## config.mk

```make
export PLATFORM = sky130hd
export DESIGN_NAME = alu_arbiter_flat
export DESIGN_NICKNAME = d
export VERILOG_FILES = /design/src/rtl/alu_arbiter_if.sv /design/src/rtl/alu_arbiter.sv /design/src/flat_wrapper.sv
export SDC_FILE = /design/constraint.sdc
export NUM_CORES = 1
export LEC_CHECK = 0
export CORE_UTILIZATION = 42
export DETAILED_ROUTE_END_ITERATION = 8
export PLACE_DENSITY = 0.9
export SLEW_MARGIN = 40
export SYNTH_ARGS = -nofsm -noshare
export SYNTH_HDL_FRONTEND = slang
export SYNTH_SLANG_ARGS = --single-unit
```

## constraint.sdc

```tcl
create_clock -name CLK -period 3.8 [get_ports CLK]
set_input_delay 0.38 -clock CLK [delete_from_list [all_inputs] [get_ports CLK]]
set_output_delay 0.38 -clock CLK [all_outputs]
set_load 0.02 [all_outputs]
```

## src/rtl/alu_arbiter_if.sv

```systemverilog
// Bundle of request, response and ALU-side signals around alu_arbiter.
// The slave modport is the arbiter's view; master is the requester/ALU side.
interface alu_arbiter_if #(
  parameter int NREQ = 4,
  parameter int IW   = 3
);

  // Requester -> arbiter
  logic [NREQ-1:0]   REQ_VALID;
  logic [8*NREQ-1:0] REQ_A;
  logic [8*NREQ-1:0] REQ_B;
  logic [3*NREQ-1:0] REQ_OP;
  logic [NREQ-1:0]   REQ_READY;

  // Arbiter -> requester responses
  logic [NREQ-1:0]   RSP_VALID;
  logic [NREQ-1:0]   RSP_READY;
  logic [7:0]        RSP_Y;
  logic [3:0]        RSP_FLAGS;

  // Shared external ALU
  logic [7:0]        ALU_A;
  logic [7:0]        ALU_B;
  logic [2:0]        ALU_OP;
  logic [7:0]        ALU_Y;
  logic              ALU_C;
  logic              ALU_V;
  logic              ALU_N;
  logic              ALU_Z;

  // Status
  logic              BUSY;
  logic [IW-1:0]     GRANT_IDX;

  modport slave (
    input  REQ_VALID, REQ_A, REQ_B, REQ_OP, RSP_READY,
    input  ALU_Y, ALU_C, ALU_V, ALU_N, ALU_Z,
    output REQ_READY, RSP_VALID, RSP_Y, RSP_FLAGS,
    output ALU_A, ALU_B, ALU_OP, BUSY, GRANT_IDX
  );

  modport master (
    output REQ_VALID, REQ_A, REQ_B, REQ_OP, RSP_READY,
    output ALU_Y, ALU_C, ALU_V, ALU_N, ALU_Z,
    input  REQ_READY, RSP_VALID, RSP_Y, RSP_FLAGS,
    input  ALU_A, ALU_B, ALU_OP, BUSY, GRANT_IDX
  );

endinterface

```

## src/rtl/alu_arbiter.sv

```systemverilog
// Round-robin arbiter sharing one external combinational 8-bit ALU among
// NREQ requesters. A granted request is latched, presented to the ALU for
// one cycle, and the registered result is handed back over valid/ready.
// One operation takes IDLE -> EXEC -> RESP, i.e. at best one per 3 cycles.
module alu_arbiter #(
  parameter int NREQ = 4,
  parameter int IW   = 3
) (
  input  logic         CLK,
  input  logic         RST_N,
  alu_arbiter_if.slave bus
);

  localparam logic [1:0] ST_IDLE = 2'd0;
  localparam logic [1:0] ST_EXEC = 2'd1;
  localparam logic [1:0] ST_RESP = 2'd2;

  logic [1:0]      state_q, state_d;
  logic [IW-1:0]   ptr_q, ptr_d;
  logic [IW-1:0]   grant_q, grant_d;
  logic [7:0]      a_q, a_d;
  logic [7:0]      b_q, b_d;
  logic [2:0]      op_q, op_d;
  logic [7:0]      y_q, y_d;
  logic [3:0]      flags_q, flags_d;
  logic [NREQ-1:0] rsp_valid_q, rsp_valid_d;

  logic            win_found;
  logic [NREQ-1:0] win_oh;
  logic [IW-1:0]   win_idx;
  logic [7:0]      sel_a, sel_b;
  logic [2:0]      sel_op;
  logic [NREQ-1:0] grant_oh;
  logic            rsp_ack;
  logic [IW-1:0]   ptr_inc;

  logic [7:0]      lane_a  [NREQ];
  logic [7:0]      lane_b  [NREQ];
  logic [2:0]      lane_op [NREQ];

  // Unpack the per-requester operand lanes and decode the held grant.
  for (genvar gi = 0; gi < NREQ; gi++) begin : g_lane
    assign lane_a[gi]   = bus.REQ_A[8*gi +: 8];
    assign lane_b[gi]   = bus.REQ_B[8*gi +: 8];
    assign lane_op[gi]  = bus.REQ_OP[3*gi +: 3];
    assign grant_oh[gi] = (grant_q == IW'(gi));
  end

  // Round-robin search: first valid at or above the pointer, else first
  // valid below it, which is the same as scanning upward with wrap.
  always_comb begin
    win_found = 1'b0;
    win_oh    = '0;
    win_idx   = '0;
    for (int j = 0; j < NREQ; j++) begin
      if (!win_found && bus.REQ_VALID[j] && (IW'(j) >= ptr_q)) begin
        win_found = 1'b1;
        win_oh[j] = 1'b1;
        win_idx   = IW'(j);
      end
    end
    for (int j = 0; j < NREQ; j++) begin
      if (!win_found && bus.REQ_VALID[j] && (IW'(j) < ptr_q)) begin
        win_found = 1'b1;
        win_oh[j] = 1'b1;
        win_idx   = IW'(j);
      end
    end
  end

  // AND-OR mux of the winner's operands; win_oh is one-hot or zero.
  always_comb begin
    sel_a  = '0;
    sel_b  = '0;
    sel_op = '0;
    for (int j = 0; j < NREQ; j++) begin
      if (win_oh[j]) begin
        sel_a  = sel_a | lane_a[j];
        sel_b  = sel_b | lane_b[j];
        sel_op = sel_op | lane_op[j];
      end
    end
  end

  // Only the owner's RSP_READY bit matters; rsp_valid_q is one-hot on it.
  assign rsp_ack = |(bus.RSP_READY & rsp_valid_q);
  assign ptr_inc = (grant_q == IW'(NREQ - 1)) ? '0 : grant_q + IW'(1);

  // Next-state logic for the IDLE/EXEC/RESP sequence and its datapath.
  always_comb begin
    state_d     = state_q;
    ptr_d       = ptr_q;
    grant_d     = grant_q;
    a_d         = a_q;
    b_d         = b_q;
    op_d        = op_q;
    y_d         = y_q;
    flags_d     = flags_q;
    rsp_valid_d = rsp_valid_q;
    case (state_q)
      ST_IDLE: begin
        if (win_found) begin
          state_d = ST_EXEC;
          grant_d = win_idx;
          a_d     = sel_a;
          b_d     = sel_b;
          op_d    = sel_op;
        end
      end
      ST_EXEC: begin
        // The ALU sees the latched operands all cycle; capture at its end.
        y_d         = bus.ALU_Y;
        flags_d     = {bus.ALU_C, bus.ALU_V, bus.ALU_N, bus.ALU_Z};
        rsp_valid_d = grant_oh;
        state_d     = ST_RESP;
      end
      ST_RESP: begin
        // Hold the response indefinitely until its owner takes it.
        if (rsp_ack) begin
          rsp_valid_d = '0;
          ptr_d       = ptr_inc;
          state_d     = ST_IDLE;
        end
      end
      default: begin
        rsp_valid_d = '0;
        state_d     = ST_IDLE;
      end
    endcase
  end

  // State registers; reset discards any operation in flight.
  always_ff @(posedge CLK) begin
    if (!RST_N) begin
      state_q     <= ST_IDLE;
      ptr_q       <= '0;
      grant_q     <= '0;
      a_q         <= '0;
      b_q         <= '0;
      op_q        <= '0;
      y_q         <= '0;
      flags_q     <= '0;
      rsp_valid_q <= '0;
    end else begin
      state_q     <= state_d;
      ptr_q       <= ptr_d;
      grant_q     <= grant_d;
      a_q         <= a_d;
      b_q         <= b_d;
      op_q        <= op_d;
      y_q         <= y_d;
      flags_q     <= flags_d;
      rsp_valid_q <= rsp_valid_d;
    end
  end

  // Accept strobe exists only while idle, for the winner only.
  assign bus.REQ_READY = (state_q == ST_IDLE) ? win_oh : '0;
  assign bus.RSP_VALID = rsp_valid_q;
  assign bus.RSP_Y     = y_q;
  assign bus.RSP_FLAGS = flags_q;
  assign bus.ALU_A     = a_q;
  assign bus.ALU_B     = b_q;
  assign bus.ALU_OP    = op_q;
  assign bus.BUSY      = (state_q != ST_IDLE);
  assign bus.GRANT_IDX = grant_q;

endmodule

```

## src/flat_wrapper.sv

```systemverilog
// flat-port wrapper written by rule: the top's interface ports become plain ports
module alu_arbiter_flat 
#(
  parameter int NREQ = 4,
  parameter int IW   = 3
)
  (CLK, RST_N, bus_REQ_VALID, bus_REQ_A, bus_REQ_B, bus_REQ_OP, bus_RSP_READY, bus_ALU_Y, bus_ALU_C, bus_ALU_V, bus_ALU_N, bus_ALU_Z, bus_REQ_READY, bus_RSP_VALID, bus_RSP_Y, bus_RSP_FLAGS, bus_ALU_A, bus_ALU_B, bus_ALU_OP, bus_BUSY, bus_GRANT_IDX);
  alu_arbiter_if #(.NREQ(NREQ), .IW(IW)) bus_i ();
  input  logic CLK;
  input  logic RST_N;
  input wire logic [$bits(bus_i.REQ_VALID)-1:0] bus_REQ_VALID;
  input wire logic [$bits(bus_i.REQ_A)-1:0] bus_REQ_A;
  input wire logic [$bits(bus_i.REQ_B)-1:0] bus_REQ_B;
  input wire logic [$bits(bus_i.REQ_OP)-1:0] bus_REQ_OP;
  input wire logic [$bits(bus_i.RSP_READY)-1:0] bus_RSP_READY;
  input wire logic [$bits(bus_i.ALU_Y)-1:0] bus_ALU_Y;
  input wire logic [$bits(bus_i.ALU_C)-1:0] bus_ALU_C;
  input wire logic [$bits(bus_i.ALU_V)-1:0] bus_ALU_V;
  input wire logic [$bits(bus_i.ALU_N)-1:0] bus_ALU_N;
  input wire logic [$bits(bus_i.ALU_Z)-1:0] bus_ALU_Z;
  output wire logic [$bits(bus_i.REQ_READY)-1:0] bus_REQ_READY;
  output wire logic [$bits(bus_i.RSP_VALID)-1:0] bus_RSP_VALID;
  output wire logic [$bits(bus_i.RSP_Y)-1:0] bus_RSP_Y;
  output wire logic [$bits(bus_i.RSP_FLAGS)-1:0] bus_RSP_FLAGS;
  output wire logic [$bits(bus_i.ALU_A)-1:0] bus_ALU_A;
  output wire logic [$bits(bus_i.ALU_B)-1:0] bus_ALU_B;
  output wire logic [$bits(bus_i.ALU_OP)-1:0] bus_ALU_OP;
  output wire logic [$bits(bus_i.BUSY)-1:0] bus_BUSY;
  output wire logic [$bits(bus_i.GRANT_IDX)-1:0] bus_GRANT_IDX;
  assign bus_i.REQ_VALID = bus_REQ_VALID;
  assign bus_i.REQ_A = bus_REQ_A;
  assign bus_i.REQ_B = bus_REQ_B;
  assign bus_i.REQ_OP = bus_REQ_OP;
  assign bus_i.RSP_READY = bus_RSP_READY;
  assign bus_i.ALU_Y = bus_ALU_Y;
  assign bus_i.ALU_C = bus_ALU_C;
  assign bus_i.ALU_V = bus_ALU_V;
  assign bus_i.ALU_N = bus_ALU_N;
  assign bus_i.ALU_Z = bus_ALU_Z;
  assign bus_REQ_READY = bus_i.REQ_READY;
  assign bus_RSP_VALID = bus_i.RSP_VALID;
  assign bus_RSP_Y = bus_i.RSP_Y;
  assign bus_RSP_FLAGS = bus_i.RSP_FLAGS;
  assign bus_ALU_A = bus_i.ALU_A;
  assign bus_ALU_B = bus_i.ALU_B;
  assign bus_ALU_OP = bus_i.ALU_OP;
  assign bus_BUSY = bus_i.BUSY;
  assign bus_GRANT_IDX = bus_i.GRANT_IDX;
  alu_arbiter #(.NREQ(NREQ), .IW(IW)) u_core (.CLK(CLK), .RST_N(RST_N), .bus(bus_i));
endmodule
```

==> results of run 1 <==
## flip-flops by register name (all words and copies together) (netlist names)
register,count
u_core.bus.ALU_A,8
u_core.bus.ALU_B,8
u_core.bus.RSP_Y,8
u_core.bus.RSP_FLAGS,4
u_core.bus.RSP_VALID,4
u_core.bus.ALU_OP,3
u_core.bus.GRANT_IDX,2
u_core.ptr_q,2
u_core.state_q,2
## power by group
group          leakage (nW)  internal (mW)  switching [mW]
Clock                0.0585          0.214           0.149
Sequential            0.338          0.485          0.0397
Combinational          1.11          0.275           0.278
## metal layers
layer	share of wire (%)	routed length, um
met3	8.4	680
met2	49	3950
met1	41	3330
met4	1.1	90
met5	0	0
## critical path, cell delays in order
cell and delay [ns]:
clkdlybuf4s50_1 0.62, o21ai_0 0.25, a32o_1 0.70, nor2b_1 0.21
clkdlybuf4s50_1 0.62
## cell type report
class | instances | area [sq um]
Inverter | 3 | 11.3
Fill cell | 485 | 1840
Clock buffer | 7 | 86.3
Clock inverter | 1 | 30.0
Tap cell | 75 | 93.8
Timing Repair Buffer | 147 | 1450
Sequential cell | 41 | 821
Multi-Input combinational cell | 254 | 1590
## cell families after synthesis
kind of cell             synth area share (%)
adder cells (fa/ha/maj)                  1.93
flip-flops                               31.7
other                                   0.145
multiplexers                             2.32
AND/OR/NAND/NOR                          19.9
buffers and inverters                    7.54
AO/OA/AOI/OAI                            36.5
## worst paths after layout
check	start	endpoint	slack [ns]
hold reg to reg	u_core.bus.RSP_Y[1]	u_core.bus.RSP_Y[1]	0.47
setup reg to reg	u_core.state_q[0]	u_core.bus.ALU_A[7]	1.67
hold / removal	u_core.bus.RSP_Y[1]	u_core.bus.RSP_Y[1]	0.47
setup / recovery	bus_REQ_VALID[2]	bus_REQ_READY[0]	0.64
## cell usage in the layout (no fill, tap or decap), types with 4 or more instances in the layout
master           instances
mux2i_1                  6
nor2_1                  10
clkdlybuf4s50_1        138
a211oi_2                10
a31oi_1                 21
nand2_1                 63
o21ai_0                 22
a21boi_0                12
a211oi_1                28
buf_4                    8
dfxtp_1                 41
ha_1                     4
and3_1                  19
a21oi_1                  5
o211ai_1                19
nor2b_1                  9
clkbuf_8                 6
## through the flow
stage                     utilization, %  cell area [sq um]  setup slack [ns]  total power [mW]
after floorplan                        -               2590              1.93             0.828
after global placement              66.8               3960             0.705              1.07
after detailed placement            66.7               3950             0.664              1.08
after CTS                           68.7               4070             0.663              1.44
after global routing                68.9               4080             0.517              1.51
final                               68.9               4080             0.639              1.44
==> flow_summary_export.csv, run 1 <==
group,metric,value,unit
status,status,"finished, final reports clean",
timing,hold_viol_final,0,
synthesis,seq_area_frac_synth,31.7,%
clock_network,htree_num_levels,2,
layout,area_growth,57.4,%
global_route,grt_pass1_vias,2580,
die,ioPinCount,141,
global_route,antenna_found_initial,0,
critical_path,reg2regPathDepth,4,
detailed_routing,drt-wirelength-per-cell,15.3,um
hold_path,whs_path_depth,2,
critical_path,crit_fanout,20,
timing,tns,0,ns
detailed_routing,dr.pass1.iters,5,
timing,fmax,316,MHz
global_route,use_met2,41.9,%
die,fp.dieW,80.5,um
critical_path,worstSetupPathType,"in2out",
hold_path,hold_class,"reg2reg",
layout,nets,554,
flow_run,drv_cap,0,
die,dieArea,0.00648,sq mm
synthesis,syn_avg_cell_area,7.73,sq um
placement,dp_cells,520,
synthesis,synthArstFlopShare,0,%
global_route,gr-usage-all-layers,24.2,%
critical_path,cp.required,3.42,ns
detailed_routing,wirelength,8060,um
global_route,overflow,0,
power_and_ir_drop,p_leak,1.51,nW
timing,whs,0.474,ns
clock_network,clkTransAtPathRegs,0.07,ns
synthesis,netlist_instances,335,
global_route,grt_pass1_wl,12300,um
synthesis,yosys_most_used_dff,"dfxtp_1",
detailed_routing,via_count,2909,
detailed_routing,detail-route-antenna-nets,0,
global_route,grt-busiest-layer,"met2",
synthesis,synth_area,0.00259,sq mm
detailed_routing,drt_iter0_markers,100,
clock_network,cts_buffers,5,
timing,maxSlewViolCount,0,
timing,finalClockSkew,0.00930,ns
synthesis,synth_top_cells_by_count,"nand2_1, dfxtp_1, a211oi_1",
timing,rsz0062_at_grt,"no",
critical_path,startpoint_type,"input port",
synthesis,synth_top_area_cell,"dfxtp_1",
detailed_routing,drc_errors,0,
synthesis,yosysWarnings,0,
power_and_ir_drop,ir_drop,0.000253,V
synthesis,ys_types,37,
placement,place_congestion,0.889,
clock_network,cts_tree,"yes",
clock_network,ctsResizeCount,0,
clock_network,cts_max_path_buffers,2,
global_route,grtUsageMet1,30.5,%
critical_path,crit_arrival,2.78,ns
die,die_h,80.5,um
synthesis,synth_top_area_share,31.7,%
global_route,grt_start_max_net_pins,42,
synthesis,ys_seq_elements,41,
clock_network,ctsHoldBuffers,0,
die,initial_core_util,43.7,%
clock_network,postCtsSetupRepairBufs,0,
critical_path,endpoint_kind,"primary output",
synthesis,yosys-top-cells-area,"dfxtp_1, nand2_1, a211oi_1",
die,rows,28,
placement,place_hpwl,6110,um
detailed_routing,vias_per_cell,5.51,
power_and_ir_drop,powerDensity,353,mW/mm^2
layout,drive_gt1_share,6.84,%
clock_network,clock_latency,0.29,ns
clock_network,cts-root-buf,"clkbuf_8",
synthesis,synth_edf_count,0,
layout,diodes,0,
layout,finalNonFillerCells,528,
synthesis,syn_nets,437,
timing,finalCritPeriodShare,83.2,%
timing,fin_crit,3.16,ns
timing,setup-violations-final,0,
clock_network,clock_sinks,41,
synthesis,yosysMostFrequentCell,"nand2_1",
global_route,grt_use_met3,4.89,%
timing,slew_headroom,48.4,%
timing,tightest_slew,0.774,ns
placement,io_buffers,139,
die,coreArea,0.00592,sq mm
Note: power is estimated with default switching activity, not from simulation.
==> inputs of run 2 (changes only) <==
CORE_UTILIZATION = 39   (was 42)
PLACE_DENSITY = 0.84   (was 0.9)
clock period = 3.05 ns   (was 3.8 ns; I/O delays follow)
==> run 2 against run 1 <==
Clock skew shrank 0.0016 ns; sequential share of layout area shrank 0.27 points; die area rose by 7.5%; sequential power rose by 25%; hold slack worse by 0.0074 ns; critical path type unchanged; critical endpoint is now bus_REQ_READY[2].
==> flow_summary_export.csv, run 2 (synthesized netlist as in run 1, its figures left out) <==
group,metric,value,unit
flow_run,drv_cap,0,
clock_network,ctsHoldBuffers,0,
placement,pre_cts_ws,0.484,ns
placement,place_congestion,0.874,
die,coreArea,0.00639,sq mm
timing,layout_setup_ws,0.462,ns
clock_network,postCtsSetupRepairBufs,0,
critical_path,endpoint_kind,"primary output",
detailed_routing,via_count,2968,
detailed_routing,drt_iter0_markers,104,
critical_path,crit_arrival,2.28,ns
layout,nets,558,
global_route,grt_pass1_vias,2910,
clock_network,htree_num_levels,2,
die,die_h,83.5,um
timing,tns,0,ns
timing,maxSlewViolCount,0,
detailed_routing,drc_errors,0,
clock_network,cts_tree,"yes",
critical_path,cp.required,2.74,ns
hold_path,hold_class,"reg2reg",
timing,tightest_slew,0.738,ns
timing,whs,0.466,ns
clock_network,ctsResizeCount,0,
placement,placed_area,0.00399,sq mm
detailed_routing,detail-route-antenna-nets,0,
critical_path,crit_fanout,7,
layout,finalNonFillerCells,534,
layout,fillCellCount,551,
detailed_routing,vias_per_cell,5.56,
layout,fin_area,0.00413,sq mm
die,fp.dieW,83.5,um
timing,finalCritPeriodShare,84.9,%
layout,layout_common_cells,"clkdlybuf4s50_1, nand2_1, dfxtp_1",
placement,dp_cells,526,
global_route,grt_pass1_wl,13600,um
detailed_routing,wirelength,8250,um
power_and_ir_drop,ir_drop,0.000371,V
layout,area_growth,59.5,%
clock_network,clkTransAtPathRegs,0.08,ns
die,rows,29,
timing,slew_headroom,50.8,%
placement,io_buffers,139,
critical_path,startpoint_type,"input port",
detailed_routing,drt-wirelength-per-cell,15.4,um
layout,drive_gt1_share,7.66,%
timing,hold_viol_final,0,
critical_path,worstSetupPathType,"in2out",
timing,finalClockSkew,0.00774,ns
die,dieArea,0.00697,sq mm
clock_network,cts_buffers,5,
global_route,overflow,0,
die,initial_core_util,40.6,%
timing,fmax,386,MHz
detailed_routing,dr.pass1.iters,4,
status,status,"finished, final reports clean",
clock_network,cts-root-buf,"clkbuf_8",
layout,layout_commonest_cell,"clkdlybuf4s50_1",
timing,fin_crit,2.59,ns
global_route,grt_start_max_net_pins,25,
clock_network,clock_sinks,41,
die,ioPinCount,141,
placement,place_hpwl,6360,um
power_and_ir_drop,powerDensity,452,mW/mm^2
clock_network,cts_max_path_buffers,2,
layout,diodes,0,
timing,rsz0062_at_grt,"no",
global_route,gr-usage-all-layers,24.0,%
global_route,antenna_found_initial,0,
clock_network,clock_latency,0.30,ns
power_and_ir_drop,p_leak,1.54,nW
timing,setup-violations-final,0,
-- run 2: cell count changes in the layout (fill, tap and decap cells not counted), sizes merged --
cell           change
clkinv             +1
clkbuf             -2
bufinv             +1
clkdlybuf4s50      +1
buf                +3
-- run 2: path summary, 6_finish.rpt --
path                          to  cells past startpoint  slack [ns]           startpoint
min          u_core.bus.RSP_Y[7]                      2        0.47  u_core.bus.RSP_Y[7]
min reg2reg  u_core.bus.RSP_Y[7]                      2        0.47  u_core.bus.RSP_Y[7]
max             bus_REQ_READY[2]                      6        0.46     bus_REQ_VALID[0]
max reg2reg  u_core.bus.ALU_A[2]                      4        0.93    u_core.state_q[0]
-- run 2: layer usage --
metal / wire [um] / track usage, % / vias to the layer above
li1: - / - / 1461
met1: 3430 / 29.6 / 1340
met2: 3960 / 41.3 / 148
met3: 668 / 5.34 / 19
met4: 185 / 8.17 / 0
met5: 0 / 0 / -
-- run 2: where the power goes --
part	internal (mW)	switching [mW]	total, mW
clock network	0.325	0.194	0.519
registers	0.604	0.0496	0.654
logic	0.346	0.349	0.695
total	1.28	0.592	1.87
-- run 2: metrics by stage --
step,util (%),total power [mW]
after floorplan,-,1.03
after global placement,62.4,1.34
after detailed placement,62.4,1.36
after CTS,64.5,1.87
after global routing,64.7,1.96
final,64.7,1.87
-- run 2: worst max-delay path, stage by stage --
cell             delay (ns)
clkdlybuf4s50_1        0.51
or2_2                  0.35
a21oi_1                0.17
o21ai_0                0.21
nor2_1                 0.13
clkdlybuf4s50_1        0.61
-- run 2: area by class of cell --
type                       count  area, sq um  area share [%]
inverter                       3         11.3           0.273
clock inverter                 3         65.1            1.57
timing repair buffer         151         1480            35.9
tap                           77         96.3            2.33
multi-input combinational    254         1590            38.4
sequential                    41          821            19.9
clock buffer                   5         68.8            1.67
==> edit, RTL diff (config.mk and constraints of run 2) <==
Reset style: asynchronous (`RST_N`), changed in one clocked block.
--- a/src/rtl/alu_arbiter.sv
+++ b/src/rtl/alu_arbiter.sv
@@ -130,7 +130,7 @@
   end
 
   // State registers; reset discards any operation in flight.
-  always_ff @(posedge CLK) begin
+  always_ff @(posedge CLK or negedge RST_N) begin
     if (!RST_N) begin
       state_q     <= ST_IDLE;
       ptr_q       <= '0;
Check against the original RTL: differs if RST_N is asserted again (counterexample within 4 cycles, from zero or initial values and one cycle with RST_N low); with RST_N held inactive, the same outputs for 10 cycles.
==> edit against run 2 <==
Count of clock-buffer cells in the layout unchanged. Sequential cell count unchanged. Design area down 11%. Non-clock buffer count down 4. Wire length down 23%. Register-to-register slack better by 140 ps. Setup slack better by 76 ps. Critical endpoint is now bus_REQ_READY[0]. Area after synthesis down 19%. Highest routed layer unchanged. Critical path type unchanged. Die area down 19%.
Power is not compared: it rests on default switching activity, and its combinational part moved more than twofold at a synthesized area within 25%.
==> edit: results <==
group,metric,value,unit
outcome,status,"finished clean",
setup_path,r2r_end,"u_core.bus.ALU_B[0]",
hold_path,min_path_cells,1,
sta,fin_crit_sh,82.4,%
drt,dr.pass1.iters,5,
drt,routed_wl,6340,microns
yosys,synth-compound-area-share,23.5,%
setup_path,crit_arrival,2210,ps
placement,hpwl,4770,microns
power,power.total,3.40,mW
grt,grt_max_degree,42,
yosys,synth-async-reset-ratio,100,%
final_layout,drive_gt1_share,8.55,%
drt,met1_length,2500,microns
grt,grtUsageMet3,8.43,%
hold_path,holdPathEnd,"u_core.bus.RSP_Y[3]",
final_layout,stdcell_count,421,
grt,use_met1,25.8,%
setup_path,r2r_cells,5,
setup_path,crit_end,"bus_REQ_READY[0]",
placement,placed_area,3550,sq um
drt,met2_wirelength,3030,microns
yosys,synthAdderAreaFrac,2.40,%
drt,wl_met3,752,microns
final_layout,final_net_count,453,
placement,gp_congestion,0.866,
placement,place_inst,413,
grt,grt_pass1_vias,2045,
sta,fin_skew,9.17,ps
yosys,synth_cells,214,
hold_path,min_from,"u_core.bus.RSP_Y[3]",
-- edit: cell types whose count changed after synthesis, moves of 12 or more --
cell / change
mux2_2: +12
dfrtp_1: +41
a222oi_1: +19
nor2_1: +17
a21boi_0: -12
o211ai_1: -18
o21ai_0: -13
a211oi_1: -28
and3_1: -18
clkbuf_1: -17
dfxtp_1: -41
nand2_1: -35
-- edit: critical path: stages --
cell,delay [ps]
clkdlybuf4s50_1,600
nor2b_1,250
nor2_1,60
o311a_1,300
nor2b_1,140
clkdlybuf4s50_1,560
-- edit: timing repair --
item,CTS,global route
endpoints found under the hold margin,9,0
hold buffers,1,0
setup endpoints to repair,0,0
-- edit: final cells by class --
type / instances / area (sq um)
clock buffer: 5 / 68.8
inverter: 5 / 18.8
fill: 411 / 1480
multi-input combinational: 151 / 973
timing repair buffer: 147 / 1450
sequential: 41 / 1030
tap: 70 / 87.6
clock inverter: 2 / 35.0
